[src/rtl/alu_serial_ctrl_pkg.sv]
// -----------------------------------------------------------------------------
// alu_serial_ctrl_pkg
// Shared definitions for the bit-serial ALU sequencer and its 1-bit slice.
// Contents:
//   - slice operation codes (ctrl[1:0])
//   - named 4-bit ctrl encodings (A_invert, B_invert, operation)
//   - compare-select encodings (bonus_op)
//   - sequencer FSM state constants
//   - compare_select(): maps less/equal onto the selected predicate
// -----------------------------------------------------------------------------
package alu_serial_ctrl_pkg;

  // Slice operation field, ctrl[1:0]
  localparam logic [1:0] OP_AND = 2'd0;
  localparam logic [1:0] OP_OR  = 2'd1;
  localparam logic [1:0] OP_ADD = 2'd2;
  localparam logic [1:0] OP_CMP = 2'd3;

  // Full ctrl encodings: {A_invert, B_invert, operation}
  localparam logic [3:0] CTRL_AND  = 4'b0000;
  localparam logic [3:0] CTRL_OR   = 4'b0001;
  localparam logic [3:0] CTRL_ADD  = 4'b0010;
  localparam logic [3:0] CTRL_SUB  = 4'b0110;  // B inverted, carry-in 1
  localparam logic [3:0] CTRL_NOR  = 4'b1100;  // ~A & ~B
  localparam logic [3:0] CTRL_NAND = 4'b1101;  // ~A | ~B
  localparam logic [3:0] CTRL_CMP  = 4'b0111;  // subtract, then resolve

  // Compare select
  typedef enum logic [2:0] {
    BONUS_LT = 3'd0,
    BONUS_GT = 3'd1,
    BONUS_LE = 3'd2,
    BONUS_GE = 3'd3,
    BONUS_EQ = 3'd4,
    BONUS_NE = 3'd5,
    BONUS_Z6 = 3'd6,
    BONUS_Z7 = 3'd7
  } bonus_op_e;

  // Sequencer states
  localparam logic [1:0] ST_IDLE    = 2'd0;
  localparam logic [1:0] ST_RUN     = 2'd1;
  localparam logic [1:0] ST_RESOLVE = 2'd2;
  localparam logic [1:0] ST_DONE    = 2'd3;

  function automatic logic compare_select(input logic [2:0] bonus_op,
                                          input logic       less,
                                          input logic       equal);
    logic sel;
    sel = 1'b0;
    case (bonus_op_e'(bonus_op))
      BONUS_LT: sel = less;
      BONUS_GT: sel = ~less & ~equal;
      BONUS_LE: sel = less | equal;
      BONUS_GE: sel = ~less;
      BONUS_EQ: sel = equal;
      BONUS_NE: sel = ~equal;
      default:  sel = 1'b0;
    endcase
    return sel;
  endfunction

endpackage

[src/rtl/alu_bot.sv]
// -----------------------------------------------------------------------------
// alu_bot
// Combinational 1-bit ALU slice.
// Ports:
//   a, b            operand bits
//   a_invert        invert a before use
//   b_invert        invert b before use
//   carry_in        carry into this bit
//   less, equal     compare flags, used only by operation 3
//   operation       0 AND, 1 OR, 2 sum, 3 compare-select
//   bonus_op        compare predicate select for operation 3
//   result          selected output bit
//   carry_out       full-adder carry out
//   overflow        carry_in ^ carry_out; signed overflow when this is the MSB
// -----------------------------------------------------------------------------
module alu_bot
  import alu_serial_ctrl_pkg::*;
(
  input  logic       a,
  input  logic       b,
  input  logic       a_invert,
  input  logic       b_invert,
  input  logic       carry_in,
  input  logic       less,
  input  logic       equal,
  input  logic [1:0] operation,
  input  logic [2:0] bonus_op,
  output logic       result,
  output logic       carry_out,
  output logic       overflow
);

  logic a_eff;
  logic b_eff;
  logic sum;

  assign a_eff     = a ^ a_invert;
  assign b_eff     = b ^ b_invert;
  assign sum       = a_eff ^ b_eff ^ carry_in;
  assign carry_out = (a_eff & b_eff) | (a_eff & carry_in) | (b_eff & carry_in);
  assign overflow  = carry_in ^ carry_out;

  always_comb begin
    result = 1'b0;
    case (operation)
      OP_AND:  result = a_eff & b_eff;
      OP_OR:   result = a_eff | b_eff;
      OP_ADD:  result = sum;
      default: result = compare_select(bonus_op, less, equal);
    endcase
  end

endmodule

[src/rtl/alu_serial_ctrl.sv]
// -----------------------------------------------------------------------------
// alu_serial_ctrl
// Bit-serial ALU sequencer. Accepts one WIDTH-bit operation and evaluates it
// LSB first through a single alu_bot slice, one bit per cycle. Compare ops
// take one extra cycle in which the slice resolves the predicate.
// Ports:
//   clk, rst            clock / synchronous active-high reset
//   in_valid, in_ready  request handshake (in_ready high only when idle)
//   ctrl                [3]=A_invert, [2]=B_invert, [1:0]=operation
//   bonus_op            compare predicate select
//   src1, src2          operands A and B
//   out_valid,out_ready result handshake
//   result, zero        result and result==0
//   cout, overflow      MSB carry / signed overflow, operation 2 only
// -----------------------------------------------------------------------------
module alu_serial_ctrl
  import alu_serial_ctrl_pkg::*;
#(
  parameter int WIDTH = 32
) (
  input  logic             clk,
  input  logic             rst,
  input  logic             in_valid,
  output logic             in_ready,
  input  logic [3:0]       ctrl,
  input  logic [2:0]       bonus_op,
  input  logic [WIDTH-1:0] src1,
  input  logic [WIDTH-1:0] src2,
  output logic             out_valid,
  input  logic             out_ready,
  output logic [WIDTH-1:0] result,
  output logic             zero,
  output logic             cout,
  output logic             overflow
);

  localparam int CNT_W = (WIDTH > 1) ? $clog2(WIDTH) : 1;
  localparam logic [CNT_W-1:0] LAST_IDX = CNT_W'(WIDTH - 1);

  logic [1:0]       state_reg;
  logic [3:0]       ctrl_reg;
  logic [2:0]       bonus_reg;
  logic [WIDTH-1:0] a_sh_reg;
  logic [WIDTH-1:0] b_sh_reg;
  logic [WIDTH-1:0] res_sh_reg;
  logic             carry_reg;
  logic [CNT_W-1:0] bit_idx_reg;
  logic             diff_zero_reg;
  logic             msb_sum_reg;
  logic             msb_ovf_reg;
  logic [WIDTH-1:0] result_reg;
  logic             zero_reg;
  logic             cout_reg;
  logic             overflow_reg;

  logic             slice_result;
  logic             slice_cout;
  logic             slice_ovf;
  logic [1:0]       slice_op;
  logic [WIDTH-1:0] res_next;

  // COMPARE runs the data bits as a plain sum; the predicate is only
  // selected in the RESOLVE cycle.
  always_comb begin
    slice_op = ctrl_reg[1:0];
    if (state_reg == ST_RESOLVE)
      slice_op = OP_CMP;
    else if (ctrl_reg[1:0] == OP_CMP)
      slice_op = OP_ADD;
  end

  assign res_next = {slice_result, res_sh_reg[WIDTH-1:1]};

  alu_bot u_slice (
    .a         (a_sh_reg[0]),
    .b         (b_sh_reg[0]),
    .a_invert  (ctrl_reg[3]),
    .b_invert  (ctrl_reg[2]),
    .carry_in  (carry_reg),
    .less      (msb_sum_reg ^ msb_ovf_reg),  // sign corrected for overflow
    .equal     (diff_zero_reg),
    .operation (slice_op),
    .bonus_op  (bonus_reg),
    .result    (slice_result),
    .carry_out (slice_cout),
    .overflow  (slice_ovf)
  );

  always_ff @(posedge clk) begin
    if (rst) begin
      state_reg     <= ST_IDLE;
      ctrl_reg      <= '0;
      bonus_reg     <= '0;
      a_sh_reg      <= '0;
      b_sh_reg      <= '0;
      res_sh_reg    <= '0;
      carry_reg     <= 1'b0;
      bit_idx_reg   <= '0;
      diff_zero_reg <= 1'b1;
      msb_sum_reg   <= 1'b0;
      msb_ovf_reg   <= 1'b0;
      result_reg    <= '0;
      zero_reg      <= 1'b1;
      cout_reg      <= 1'b0;
      overflow_reg  <= 1'b0;
    end else begin
      case (state_reg)
        ST_IDLE: begin
          if (in_valid) begin
            ctrl_reg      <= ctrl;
            bonus_reg     <= bonus_op;
            a_sh_reg      <= src1;
            b_sh_reg      <= src2;
            carry_reg     <= ctrl[2];  // +1 of two's-complement negate
            bit_idx_reg   <= '0;
            diff_zero_reg <= 1'b1;
            state_reg     <= ST_RUN;
          end
        end
        ST_RUN: begin
          res_sh_reg    <= res_next;
          a_sh_reg      <= a_sh_reg >> 1;
          b_sh_reg      <= b_sh_reg >> 1;
          carry_reg     <= slice_cout;
          diff_zero_reg <= diff_zero_reg & ~slice_result;
          bit_idx_reg   <= bit_idx_reg + CNT_W'(1);
          if (bit_idx_reg == LAST_IDX) begin
            msb_sum_reg <= slice_result;
            msb_ovf_reg <= slice_ovf;
            if (ctrl_reg[1:0] == OP_CMP) begin
              state_reg <= ST_RESOLVE;
            end else begin
              result_reg   <= res_next;
              zero_reg     <= (res_next == '0);
              cout_reg     <= (ctrl_reg[1:0] == OP_ADD) ? slice_cout : 1'b0;
              overflow_reg <= (ctrl_reg[1:0] == OP_ADD) ? slice_ovf : 1'b0;
              state_reg    <= ST_DONE;
            end
          end
        end
        ST_RESOLVE: begin
          result_reg   <= {{(WIDTH-1){1'b0}}, slice_result};
          zero_reg     <= ~slice_result;
          cout_reg     <= 1'b0;
          overflow_reg <= 1'b0;
          state_reg    <= ST_DONE;
        end
        default: begin  // ST_DONE: outputs held until consumed
          if (out_ready)
            state_reg <= ST_IDLE;
        end
      endcase
    end
  end

  assign in_ready  = (state_reg == ST_IDLE);
  assign out_valid = (state_reg == ST_DONE);
  assign result    = result_reg;
  assign zero      = zero_reg;
  assign cout      = cout_reg;
  assign overflow  = overflow_reg;

endmodule

[config.mk]
export PLATFORM = sky130hd
export DESIGN_NAME = alu_serial_ctrl
export DESIGN_NICKNAME = d
export VERILOG_FILES = /design/src/rtl/alu_serial_ctrl_pkg.sv /design/src/rtl/alu_bot.sv /design/src/rtl/alu_serial_ctrl.sv
export SDC_FILE = /design/constraint.sdc
export NUM_CORES = 1
export LEC_CHECK = 0
export BUFFER_PORTS_ARGS = -buffer_cell sky130_fd_sc_hd__buf_2
export CAP_MARGIN = 30
export CORE_ASPECT_RATIO = 0.8
export CORE_MARGIN = 3
export CORE_UTILIZATION = 55
export CTS_BUF_LIST = sky130_fd_sc_hd__clkbuf_16
export DETAILED_ROUTE_END_ITERATION = 7
export GPL_TIMING_DRIVEN = 0
export PLACE_DENSITY_LB_ADDON = 0.25
export RECOVER_POWER = 100
export SLEW_MARGIN = 20
export SYNTH_ARGS = -nofsm -noshare
export SYNTH_HDL_FRONTEND = slang
export SYNTH_SLANG_ARGS = --single-unit
[constraint.sdc]
create_clock -name clk -period 3 [get_ports clk]
set_clock_uncertainty 0.2 [all_clocks]
set_input_delay 0.3 -clock clk [delete_from_list [all_inputs] [get_ports clk]]
set_output_delay 0.3 -clock clk [all_outputs]
set_load 0.03 [all_outputs]
==> impl_metrics.py <==
metrics = {
    "logic_synthesis": {
        "synth_top_family_by_area": "multiplexers",
        "netlist_area_um2": 6240,
        "yosys.area.top_type": "dfxtp_1",
        "yosysMostFrequentCell": "dfxtp_1",
        "synthTopCellsByCount": "dfxtp_1, nor2_1, mux2i_1",
        "synth_top_area_frac": 0.475,
        "synth.distinct_cells": 45,
        "synth_top_cells_by_area": "dfxtp_1, mux2i_1, nor2_1",
        "synth-simple-area-share": 0.144,
        "synth_nets": 738,
        "synthMuxAreaShare": 0.154,
        "synthArstFlopShare": 0,
        "synthAdderAreaFrac": 0.0213,
        "synthCells": 653,
        "ys_ff_latch": 148,
        "syn_avg_cell_area_um2": 9.55,
        "synth_xor_area_frac": 0.00702,
        "ys.flop_type": "dfxtp_1",
        "synth_compound_area_frac": 0.152,
        "ys_seq_area_frac": 0.475,
        "synth-edff-count": 0,
        "yosysWarnings": 0,
    },
    "job": {
        "cap_viol_max_count": 0,
    },
    "sta": {
        "min_period_ns": 2.54,
        "setup_viol": 0,
        "maxSlewHeadroom": 0.530,
        "fin_tns_setup_ns": 0,
        "slew_violations": 0,
        "rsz0062_at_grt": "false",
        "worst_pin_slew_ns": 0.705,
        "layout_setup_ws_ns": 0.464,
        "fmax_mhz": 394,
        "hold_viol": 0,
        "fin_crit_sh": 0.845,
    },
    "cts": {
        "cts_tree": "built",
        "cts_resized": 0,
        "postCtsSetupBuffers": 0,
        "insertion_delay_ns": 0.42,
        "clkSinkCount": 148,
        "cts_buffers": 17,
        "ctsHoldBuffers": 7,
        "ctsHtreeMaxLevel": 4,
        "path_clk_slew_ns": 0.06,
        "clk_path_buf_depth": 2,
        "cts_root_buf": "clkbuf_16",
    },
    "routing": {
        "wl_met1_mm": 7.18,
        "vias_per_cell": 5.60,
        "first_iter_violations": 366,
        "wire_per_inst_um": 16.1,
        "routed_wl_mm": 15.2,
        "drtPass1Iterations": 5,
        "drtAntennaViolNets": 0,
        "dr_wl_met3_um": 807,
        "num_vias": 5296,
        "met2_length_mm": 6.95,
        "highest_layer": "met4",
        "drc": 0,
    },
    "place": {
        "dpl_worst_slack_ns": 0.709,
        "port_buffers": 110,
        "hpwl_mm": 10.8,
        "gp_congestion": 0.857,
    },
    "critical_path": {
        "slowest_delay_ns": 0.61,
        "slowest_stage": "clkbuf_1",
        "end_kind": "flop",
        "crit_type": "reg2reg",
        "arrival_ns": 2.66,
        "cp_max_fo": 10,
        "rr_startpoint": "state_reg[1]$_SDFFE_PP0P_",
        "crit_family": "buffers and inverters",
        "required_ns": 3.13,
        "path_cells": "inv_1 -> ha_1 -> clkbuf_1 -> clkbuf_1 -> mux2i_1 -> a211oi_1",
        "critPathLaunch": "state_reg[1]$_SDFFE_PP0P_",
        "path_common_cell": "clkbuf_1",
        "critPathLaunchType": "flop",
        "critPathBufInv": 3,
    },
    "die": {
        "initial_core_util": 0.568,
        "fp.dieArea_um2": 12700,
        "num_io_pins": 112,
        "coreArea_um2": 11000,
        "rows": 34,
        "dieHeight_um": 101,
        "fp.dieW_um": 125,
    },
    "final_layout": {
        "n_antenna_cell": 0,
        "drive_gt1_frac": 0.165,
        "area_growth_pct": 20.8,
        "finalNetCount": 874,
    },
    "power_and_ir_drop": {
        "vdd_drop_max_mv": 0.604,
        "power.leakage_uw": 0.00295,
        "powerDensity_nw_per_um2": 937,
    },
    "global_routing": {
        "grt_pass1_wl_mm": 24.9,
        "antenna_found_initial": 0,
        "grt_pass1_vias": 5161,
        "gr-total-overflow": 0,
        "grt_max_degree": 17,
        "grt_usage": 0.242,
    },
    "hold_path": {
        "min_path_type": "in2reg",
        "min_from": "src1[27]",
    },
    "run_status": {
        "status": "completed",
    },
}
## power by group
| part | total [uW] | internal [uW] | switching [uW] | leakage (uW) |
|---|---|---|---|---|
| registers | 2580 | 2350 | 230 | 0.00121 |
| clock network | 1990 | 1140 | 845 | 0.000263 |
| logic | 2490 | 990 | 1500 | 0.00148 |
| total | 7060 | 4480 | 2580 | 0.00295 |
## per-layer routing
layer / vias to the layer above / GRT usage
met2: 150 / 0.392
met4: 0 / 0.0967
met5: - / 0
met3: 28 / 0.0506
li1: 2590 / -
met1: 2528 / 0.323
## tightest hold or removal path, cell delays in order
cell and delay [ns]:
buf_2 0.09, mux2i_1 0.11, a211oi_1 0.08
## cell type report
class | instances | area, um^2
clock inverters | 15 | 134
well taps | 144 | 180
clock buffers | 17 | 425
inverters | 6 | 22.5
repair buffers | 117 | 574
fillers | 863 | 3440
multi-input cells | 446 | 2980
plain buffers | 53 | 253
flip-flops and latches | 148 | 2960
## cells in the final DEF, fill, tap and decap left out, drive strengths merged, types with 9 or more instances in the layout
cell	n
mux2i	95
a21oi	22
clkbuf	83
clkinv	9
ha	9
nor2	134
dfxtp	148
a211oi	65
a22oi	30
buf	97
nand2	26
## kinds of logic (layout without fill, tap and decap cells)
group / Yosys count / after routing
DFF: 148 / 148
adders and majority gates: 10 / 10
xor gates and xnor gates: 5 / 5
and+or+nand+nor: 203 / 203
AOI/OAI and AO/OA: 132 / 132
buffers and inverters: 59 / 208
muxes: 96 / 96
## worst paths after layout
kind         cells after the start                          end  slack (ns)
max                              6    b_sh_reg[15]$_SDFFE_PP0P_        0.46
max reg2reg                      6    b_sh_reg[15]$_SDFFE_PP0P_        0.46
min reg2reg                      2  bit_idx_reg[1]$_SDFFE_PP0P_        0.28
min                              3    a_sh_reg[27]$_SDFFE_PP0P_        0.01
## per-stage QoR
stage	total power (uW)	std cells	hold slack, ns	util	area (um^2)
after floorplan	4500	653	0.236	-	6240
after global placement	4960	907	0.243	0.635	6970
after detailed placement	5090	907	0.252	0.635	6970
after CTS	7090	946	0.00465	0.692	7600
after global routing	7480	946	0.0189	0.687	7530
final	7060	946	0.0122	0.687	7530
Power figures use the tool's default switching activity.
